$ cat config.mk
export PLATFORM = sky130hd
export DESIGN_NAME = two_way_demux
export DESIGN_NICKNAME = d
export VERILOG_FILES = /design/src/rtl/two_way_demux_pkg.sv /design/src/rtl/two_way_demux_out_slice.sv /design/src/rtl/two_way_demux.sv
export SDC_FILE = /design/constraint.sdc
export NUM_CORES = 1
export LEC_CHECK = 0
export CORE_UTILIZATION = 45
export CTS_CLUSTER_DIAMETER = 80
export DETAILED_ROUTE_END_ITERATION = 16
export GPL_TIMING_DRIVEN = 0
export PLACE_DENSITY = 0.82
export SYNTH_ARGS = -nofsm -noshare
export SYNTH_HDL_FRONTEND = slang
export SYNTH_SLANG_ARGS = --single-unit
$ cat constraint.sdc
create_clock -name clk -period 5.4 [get_ports clk]
set_clock_uncertainty 0.05 [all_clocks]
set_input_delay 0.81 -clock clk [delete_from_list [all_inputs] [get_ports clk]]
set_output_delay 0.81 -clock clk [all_outputs]
set_load 0.05 [all_outputs]
$ cat src/rtl/two_way_demux_pkg.sv
// Shared types and defaults for the two-way stream demultiplexer.
// The optional per-output beat counters are enabled with DEMUX_BEAT_CNT_EN.
package two_way_demux_pkg;

    localparam int DEF_DATA_W = 8;
    localparam int DEF_CNT_W  = 16;

    localparam logic [1:0] ST_IDLE  = 2'd0;
    localparam logic [1:0] ST_LOCK0 = 2'd1;
    localparam logic [1:0] ST_LOCK1 = 2'd2;

    typedef enum logic [1:0] {
        S_IDLE  = ST_IDLE,
        S_LOCK0 = ST_LOCK0,
        S_LOCK1 = ST_LOCK1
    } state_t;

    function automatic state_t lock_of(input logic sel);
        return sel ? S_LOCK1 : S_LOCK0;
    endfunction

endpackage

$ cat src/rtl/two_way_demux_out_slice.sv
// One-entry output register slice for one branch of the demux (module demux_out_slice).
// With DEMUX_BEAT_CNT_EN defined it also counts delivered beats, wrapping at 2^CNT_W.
module demux_out_slice #(
    parameter int DATA_W = 8,
    parameter int CNT_W  = 16
) (
    input  logic              clk,
    input  logic              rst_n,
    input  logic              load,
    input  logic [DATA_W-1:0] in_data,
    input  logic              in_last,
    output logic              slot_free,
    output logic [DATA_W-1:0] y_data,
    output logic              y_last,
    output logic              y_valid,
`ifdef DEMUX_BEAT_CNT_EN
    output logic [CNT_W-1:0]  y_beats,
`endif
    input  logic              y_ready
);

    assign slot_free = !y_valid || y_ready;

    // A load in the same cycle as a drain keeps valid high and replaces the payload.
    always_ff @(posedge clk or negedge rst_n) begin
        if (!rst_n) begin
            y_valid <= 1'b0;
            y_data  <= '0;
            y_last  <= 1'b0;
        end else if (load) begin
            y_valid <= 1'b1;
            y_data  <= in_data;
            y_last  <= in_last;
        end else if (y_ready) begin
            y_valid <= 1'b0;
        end
    end

`ifdef DEMUX_BEAT_CNT_EN
    always_ff @(posedge clk or negedge rst_n) begin
        if (!rst_n) begin
            y_beats <= '0;
        end else if (y_valid && y_ready) begin
            y_beats <= y_beats + 1'b1;
        end
    end
`endif

endmodule

$ cat src/rtl/two_way_demux.sv
// Registered 1-to-2 valid/ready demultiplexer; the route is picked by s_sel on a packet's
// first beat and held until s_last is accepted. DEMUX_BEAT_CNT_EN adds y0_beats/y1_beats.
//
// state | meaning
// IDLE  | between packets; the next beat's s_sel picks the route
// LOCK0 | mid-packet, routed to y0
// LOCK1 | mid-packet, routed to y1
module two_way_demux
    import two_way_demux_pkg::*;
#(
    parameter int DATA_W = DEF_DATA_W,
    parameter int CNT_W  = DEF_CNT_W
) (
    input  logic              clk,
    input  logic              rst_n,
    input  logic [DATA_W-1:0] s_data,
    input  logic              s_sel,
    input  logic              s_last,
    input  logic              s_valid,
    output logic              s_ready,
    output logic [DATA_W-1:0] y0_data,
    output logic              y0_last,
    output logic              y0_valid,
    input  logic              y0_ready,
    output logic [DATA_W-1:0] y1_data,
    output logic              y1_last,
    output logic              y1_valid,
`ifdef DEMUX_BEAT_CNT_EN
    output logic [CNT_W-1:0]  y0_beats,
    output logic [CNT_W-1:0]  y1_beats,
`endif
    input  logic              y1_ready
);

    state_t state, state_nx;
    logic   target;
    logic   free0, free1;
    logic   accept;
    logic   load0, load1;

    always_ff @(posedge clk or negedge rst_n) begin
        if (!rst_n) state <= S_IDLE;
        else        state <= state_nx;
    end

    always_comb begin
        target = s_sel;
        case (state)
            S_LOCK0: target = 1'b0;
            S_LOCK1: target = 1'b1;
            default: target = s_sel;
        endcase
    end

    // Only the targeted slice gates the input; the other one drains on its own.
    assign s_ready = rst_n && (target ? free1 : free0);
    assign accept  = s_valid && s_ready;
    assign load0   = accept && !target;
    assign load1   = accept && target;

    always_comb begin
        state_nx = state;
        if (accept) begin
            case (state)
                S_IDLE:  if (!s_last) state_nx = lock_of(s_sel);
                S_LOCK0,
                S_LOCK1: if (s_last) state_nx = S_IDLE;
                default: state_nx = S_IDLE;
            endcase
        end
    end

    demux_out_slice #(.DATA_W(DATA_W), .CNT_W(CNT_W)) u_slice0 (
        .clk       (clk),
        .rst_n     (rst_n),
        .load      (load0),
        .in_data   (s_data),
        .in_last   (s_last),
        .slot_free (free0),
        .y_data    (y0_data),
        .y_last    (y0_last),
        .y_valid   (y0_valid),
`ifdef DEMUX_BEAT_CNT_EN
        .y_beats   (y0_beats),
`endif
        .y_ready   (y0_ready)
    );

    demux_out_slice #(.DATA_W(DATA_W), .CNT_W(CNT_W)) u_slice1 (
        .clk       (clk),
        .rst_n     (rst_n),
        .load      (load1),
        .in_data   (s_data),
        .in_last   (s_last),
        .slot_free (free1),
        .y_data    (y1_data),
        .y_last    (y1_last),
        .y_valid   (y1_valid),
`ifdef DEMUX_BEAT_CNT_EN
        .y_beats   (y1_beats),
`endif
        .y_ready   (y1_ready)
    );

endmodule
==> results of run 1 <==
[worst max-delay path by stage]
stage          cells after the start  endpoint   from
3_5_place_dp                       3   s_ready  rst_n
5_1_grt                            3   s_ready  rst_n
6_report                           3   s_ready  rst_n
2_1_floorplan                      2   s_ready  s_sel
3_3_place_gp                       3   s_ready  rst_n
4_1_cts                            3   s_ready  rst_n
[logic make-up after synthesis]
kind of cell,Yosys count,synth area share
simple gates,8,0.0559
fa+ha+maj,2,0.0266
compound gates,4,0.0426
buf+inv,4,0.0279
mux,22,0.262
flops,22,0.585
[sequential cells by signal, summed over array words and instances, names as in the netlist]
register	count
u_slice0.y_data	8
u_slice0.y_last	1
state	2
u_slice1.y_last	1
u_slice1.y_data	8
u_slice1.y_valid	1
u_slice0.y_valid	1
[cells in the final DEF, fill, tap and decap left out, drive strengths merged]
master / n
o21ai: 2
nor3b: 2
mux2: 18
clkdlybuf4s50: 35
o211a: 1
buf: 2
and2b: 1
nand2: 3
nand2b: 2
a31o: 1
clkbuf: 4
mux2i: 4
dfrtp: 22
inv: 2
ha: 2
[routing by layer]
metal / up-vias / GRT usage / wire, µm
met5: - / 0 / 0
met4: 0 / 0.0556 / 26
met3: 5 / 0.0377 / 101
met2: 31 / 0.300 / 889
met1: 321 / 0.214 / 753
li1: 298 / - / -
[per-stage QoR]
step / instances / setup WS [ns]
6_report: 128 / 1.50
3_3_place_gp: 124 / 1.44
3_5_place_dp: 124 / 1.43
5_1_grt: 128 / 1.28
4_1_cts: 128 / 1.42
2_1_floorplan: 62 / 3.05
[cell type report]
class	instances	area (µm²)	share of cell area
flip-flops and latches	22	551	0.404
multi-input cells	36	364	0.267
repair buffers	35	350	0.257
clock buffers	4	36.3	0.0267
well taps	27	33.8	0.0248
plain buffers	2	18.8	0.0138
inverters	2	7.51	0.00551
==> impl_metrics.yaml, run 1 <==
synth:
  syn_area_um2: 941
  synth.area.top_cells: "dfrtp_1, mux2_2, mux2i_1, ha_1, o21ai_4"
  synthDominantCellAreaShare: 0.585
  synth_edf_count: 0
  synth_ff_type: "dfrtp_1"
  yosysMostFrequentCell: "dfrtp_1"
  synth_async_sr_flop_share: 1.00
  synth_top_cell_by_area: "dfrtp_1"
  ys_ff_latch: 22
  syn_avg_cell_area_um2: 15.2
  syn-num-nets: 79
  ys_seq_area_frac: 0.585
  synth_cell_type_count: 17
  synth_common_cells: "dfrtp_1, mux2_2, mux2i_1, nand2_1"
  synthCells: 62
  synth_warnings: 0
placed_design:
  routabilityCongestion: 0.723
  dp_hpwl_um: 1340
  port_buffers: 35
  place_area_mm2: 0.00133
sta:
  rsz0062_at_grt: "no"
  finalHoldViolCount: 0
  fin_crit_sh: 0.722
  drv_slew: 0
  finalCriticalPeriod_ns: 3.90
  finalSetupTns_ns: 0
  max_slew.worst_pin.slew_ns: 1.05
  setup_viol: 0
  relSlewSlack: 0.300
  max_clock_freq_mhz: 256
  whs_ns: 0.465
min_path:
  hold_end: "u_slice0.y_last"
  min_from: "u_slice0.y_last"
  hp-class: "flip-flop to flip-flop"
  whs_path_depth: 1
cells_and_area:
  drive_above_1_share: 0.287
  fin_area_mm2: 0.00136
  utilization: 0.694
  n_fill_cell: 152
  final_nets: 119
  n_antenna_cell: 0
  synthToLayoutAreaGrowth_pct: 44.7
drt:
  avgRoutedWirePerCell_um: 13.8
  finalWirelength_um: 1770
  drcViolationCount: 0
  vias: 655
  firstDrtPassIters: 4
  drt_iter0_drc: 7
  antenna_left: 0
  routed_via_density: 5.12
worst_setup_path:
  reg2regPathDepth: 6
  cp_top_family: "buffers and inverters"
  crit_top_cell: "clkdlybuf4s50_1"
  crit_path_max_incr_delay_ns: 1.16
  start_kind: "input port"
  required_ns: 4.54
  end_kind: "output port"
  path_class: "input port to output port"
  worstPathMaxFanout: 25
  worstPathArrival_ns: 3.04
  cpMaxStageDelayCell: "clkdlybuf4s50_1"
  r2r-end: "u_slice0.y_data[0]"
  crit_path_cell_trace: "clkdlybuf4s50_1 -> o211a_1 -> clkdlybuf4s50_1"
  path_buf_inv: 2
  r2r_slack_ns: 3.33
  reg2reg_from: "state[1]"
clock_network:
  cts_sinks: 22
  cts_root_buf: "clkbuf_4"
  ctsResizeCount: 0
  cts_max_level: 1
  cts-hold-fix-buffers: 0
  cts_tree: "built"
  clk_latency_ns: 0.29
  tritoncts.num_buffers: 3
  clk_path_buf_depth: 2
  cts_setup_buffers: 0
  clk_pin_slew_worst_paths_ns: 0.11
grt:
  antenna_found_initial: 0
  grt_pass1_vias: 658
  grt_max_degree: 26
  gr-total-overflow: 0
  grt_use_total: 0.173
  grt_pass1_wl_um: 2730
run:
  cap_viol_max_count: 0
die:
  core_area_mm2: 0.00196
  die_h_um: 47.7
  start_util: 0.480
  io_pins: 36
  fp.dieW_um: 47.7
  die_area_mm2: 0.00228
  rows: 16
outcome:
  status: "complete, no violations"
Power of run 1 is left out: the tool's default activity adds up to more than one toggle a clock period on the data nets, which glitch-free logic cannot reach.
==> run 2, diff against run 1 <==
- CORE_UTILIZATION: 45 -> 42
- PLACE_DENSITY: 0.82 -> 0.77
- clock period: 5.4 -> 3.63 ns (I/O delays scaled with it)
==> run 2 against run 1 <==
  * Global-route usage down 1.9 points
  * Die area is 6.8% higher
  * Hold slack better by 0.0020 ns
  * Flip-flop and latch count is the same
  * Final cell count unchanged
  * Non-clock buffer count unchanged
  * Worst setup slack worse by 1.2 ns
  * Routed wire length decreased by 3.1%
  * Clock-buffer cell count decreased by 1
  * Critical path type unchanged
  * Largest cell class unchanged
==> impl_metrics.yaml, run 2 (synthesis results as in run 1) <==
min_path:
  whs_path_depth: 1
  hold_end: "u_slice0.y_data[6]"
  min_from: "u_slice0.y_data[6]"
  hp-class: "flip-flop to flip-flop"
worst_setup_path:
  worstPathArrival_ns: 2.78
  r2r-end: "u_slice0.y_data[4]"
  crit_top_cell: "clkdlybuf4s50_1"
  cpMaxStageDelayCell: "clkdlybuf4s50_1"
  r2r_slack_ns: 1.58
  worstPathMaxFanout: 25
  required_ns: 3.04
  cp_top_family: "buffers and inverters"
  path_buf_inv: 2
  reg2regPathDepth: 6
  end_kind: "output port"
  crit_path_max_incr_delay_ns: 1.16
  start_kind: "input port"
  crit_path_cell_trace: "clkdlybuf4s50_1 -> o211a_1 -> clkdlybuf4s50_1"
  path_class: "input port to output port"
  crit_start: "rst_n"
  reg2reg_from: "state[1]"
drt:
  finalWirelength_um: 1720
  drcViolationCount: 0
  vias: 639
  antenna_left: 0
  routed_via_density: 4.99
  avgRoutedWirePerCell_um: 13.4
  drt_iter0_drc: 3
  firstDrtPassIters: 4
clock_network:
  cts_tree: "built"
  ctsResizeCount: 0
  tritoncts.num_buffers: 3
  cts_sinks: 22
  cts_max_level: 1
  clk_path_buf_depth: 2
  cts_setup_buffers: 0
  clk_latency_ns: 0.30
  clk_pin_slew_worst_paths_ns: 0.12
  cts-hold-fix-buffers: 0
  cts_root_buf: "clkbuf_4"
outcome:
  status: "complete, no violations"
cells_and_area:
  final_nets: 119
  register_area_um2: 551
  layout_common_cells: "clkdlybuf4s50_1, dfrtp_1, mux2_2"
  final_common_cell: "clkdlybuf4s50_1"
  drive_above_1_share: 0.287
  synthToLayoutAreaGrowth_pct: 46.4
  n_fill_cell: 156
  multiInputGateArea_um2: 364
  reg_top3: "u_slice0.y_data x8, u_slice1.y_data x8, state x2"
  n_antenna_cell: 0
sta:
  fin_crit_sh: 0.928
  finalCriticalPeriod_ns: 3.37
  rsz0062_at_grt: "no"
  drv_slew: 0
  relSlewSlack: 0.303
  max_slew.worst_pin.slew_ns: 1.04
  finalHoldViolCount: 0
  finalSetupTns_ns: 0
  max_clock_freq_mhz: 297
  setup_viol: 0
grt:
  antenna_found_initial: 0
  grt_pass1_wl_um: 2850
  grt_pass1_vias: 620
  gr-total-overflow: 0
  grt_max_degree: 26
  grt_use_total: 0.154
die:
  core_area_mm2: 0.00204
  io_pins: 36
  rows: 16
  die_h_um: 49.3
  fp.dieW_um: 49.3
  start_util: 0.461
  die_area_mm2: 0.00243
placed_design:
  port_buffers: 35
  routabilityCongestion: 0.658
  dp_hpwl_um: 1240
run:
  cap_viol_max_count: 0
## run 2: cell types whose count changed in the layout (fill, tap and decap cells not counted), sizes merged
cell	delta
bufinv	+1
clkbuf	-1
## run 2: final cells by class
cell class,instances,share of cell area
flip-flops and latches,22,0.400
repair buffers,35,0.254
multi-input cells,36,0.264
plain buffers,2,0.0136
clock buffers,3,0.0163
well taps,27,0.0245
inverters,2,0.00545
clock inverters,1,0.0218
## run 2: worst register-to-register path, delay by kind of cell, from the launching register on
family / cells / cell delay [ns]
multiplexers: 2 / 0.69
flip-flops: 1 / 0.37
AND/OR/NAND/NOR: 1 / 0.26
adder cells (fa/ha/maj): 1 / 0.32
buffers and inverters: 2 / 0.25
## run 2: per-stage QoR
stage / cells / setup slack [ns] / hold WS [ns] / utilization / instance area [µm²]
after floorplan: 62 / 1.61 / 0.199 / - / 941
after global placement: 124 / 0.198 / 0.439 / 0.649 / 1330
final: 128 / 0.260 / 0.467 / 0.675 / 1380
after global routing: 128 / 0.0579 / 0.488 / 0.675 / 1380
after detailed placement: 124 / 0.236 / 0.445 / 0.649 / 1330
after CTS: 128 / 0.218 / 0.472 / 0.675 / 1380
## run 2: routing by layer
layer | vias to the layer above | global-route usage | part of all wire
met2 | 26 | 0.244 | 0.48
met3 | 0 | 0.0374 | 0.082
met1 | 316 | 0.208 | 0.44
met4 | 0 | 0.0441 | 0
met5 | - | 0 | 0
li1 | 297 | - | -
## run 2: how the worst max path moves through the flow
stage	to	slack, ns	cells past startpoint
floorplan	s_ready	1.61	4
global placement	s_ready	0.20	3
detailed placement	s_ready	0.24	3
CTS	s_ready	0.22	3
global route	s_ready	0.06	3
finish	s_ready	0.26	3
Power of run 2 is left out for the same reason.
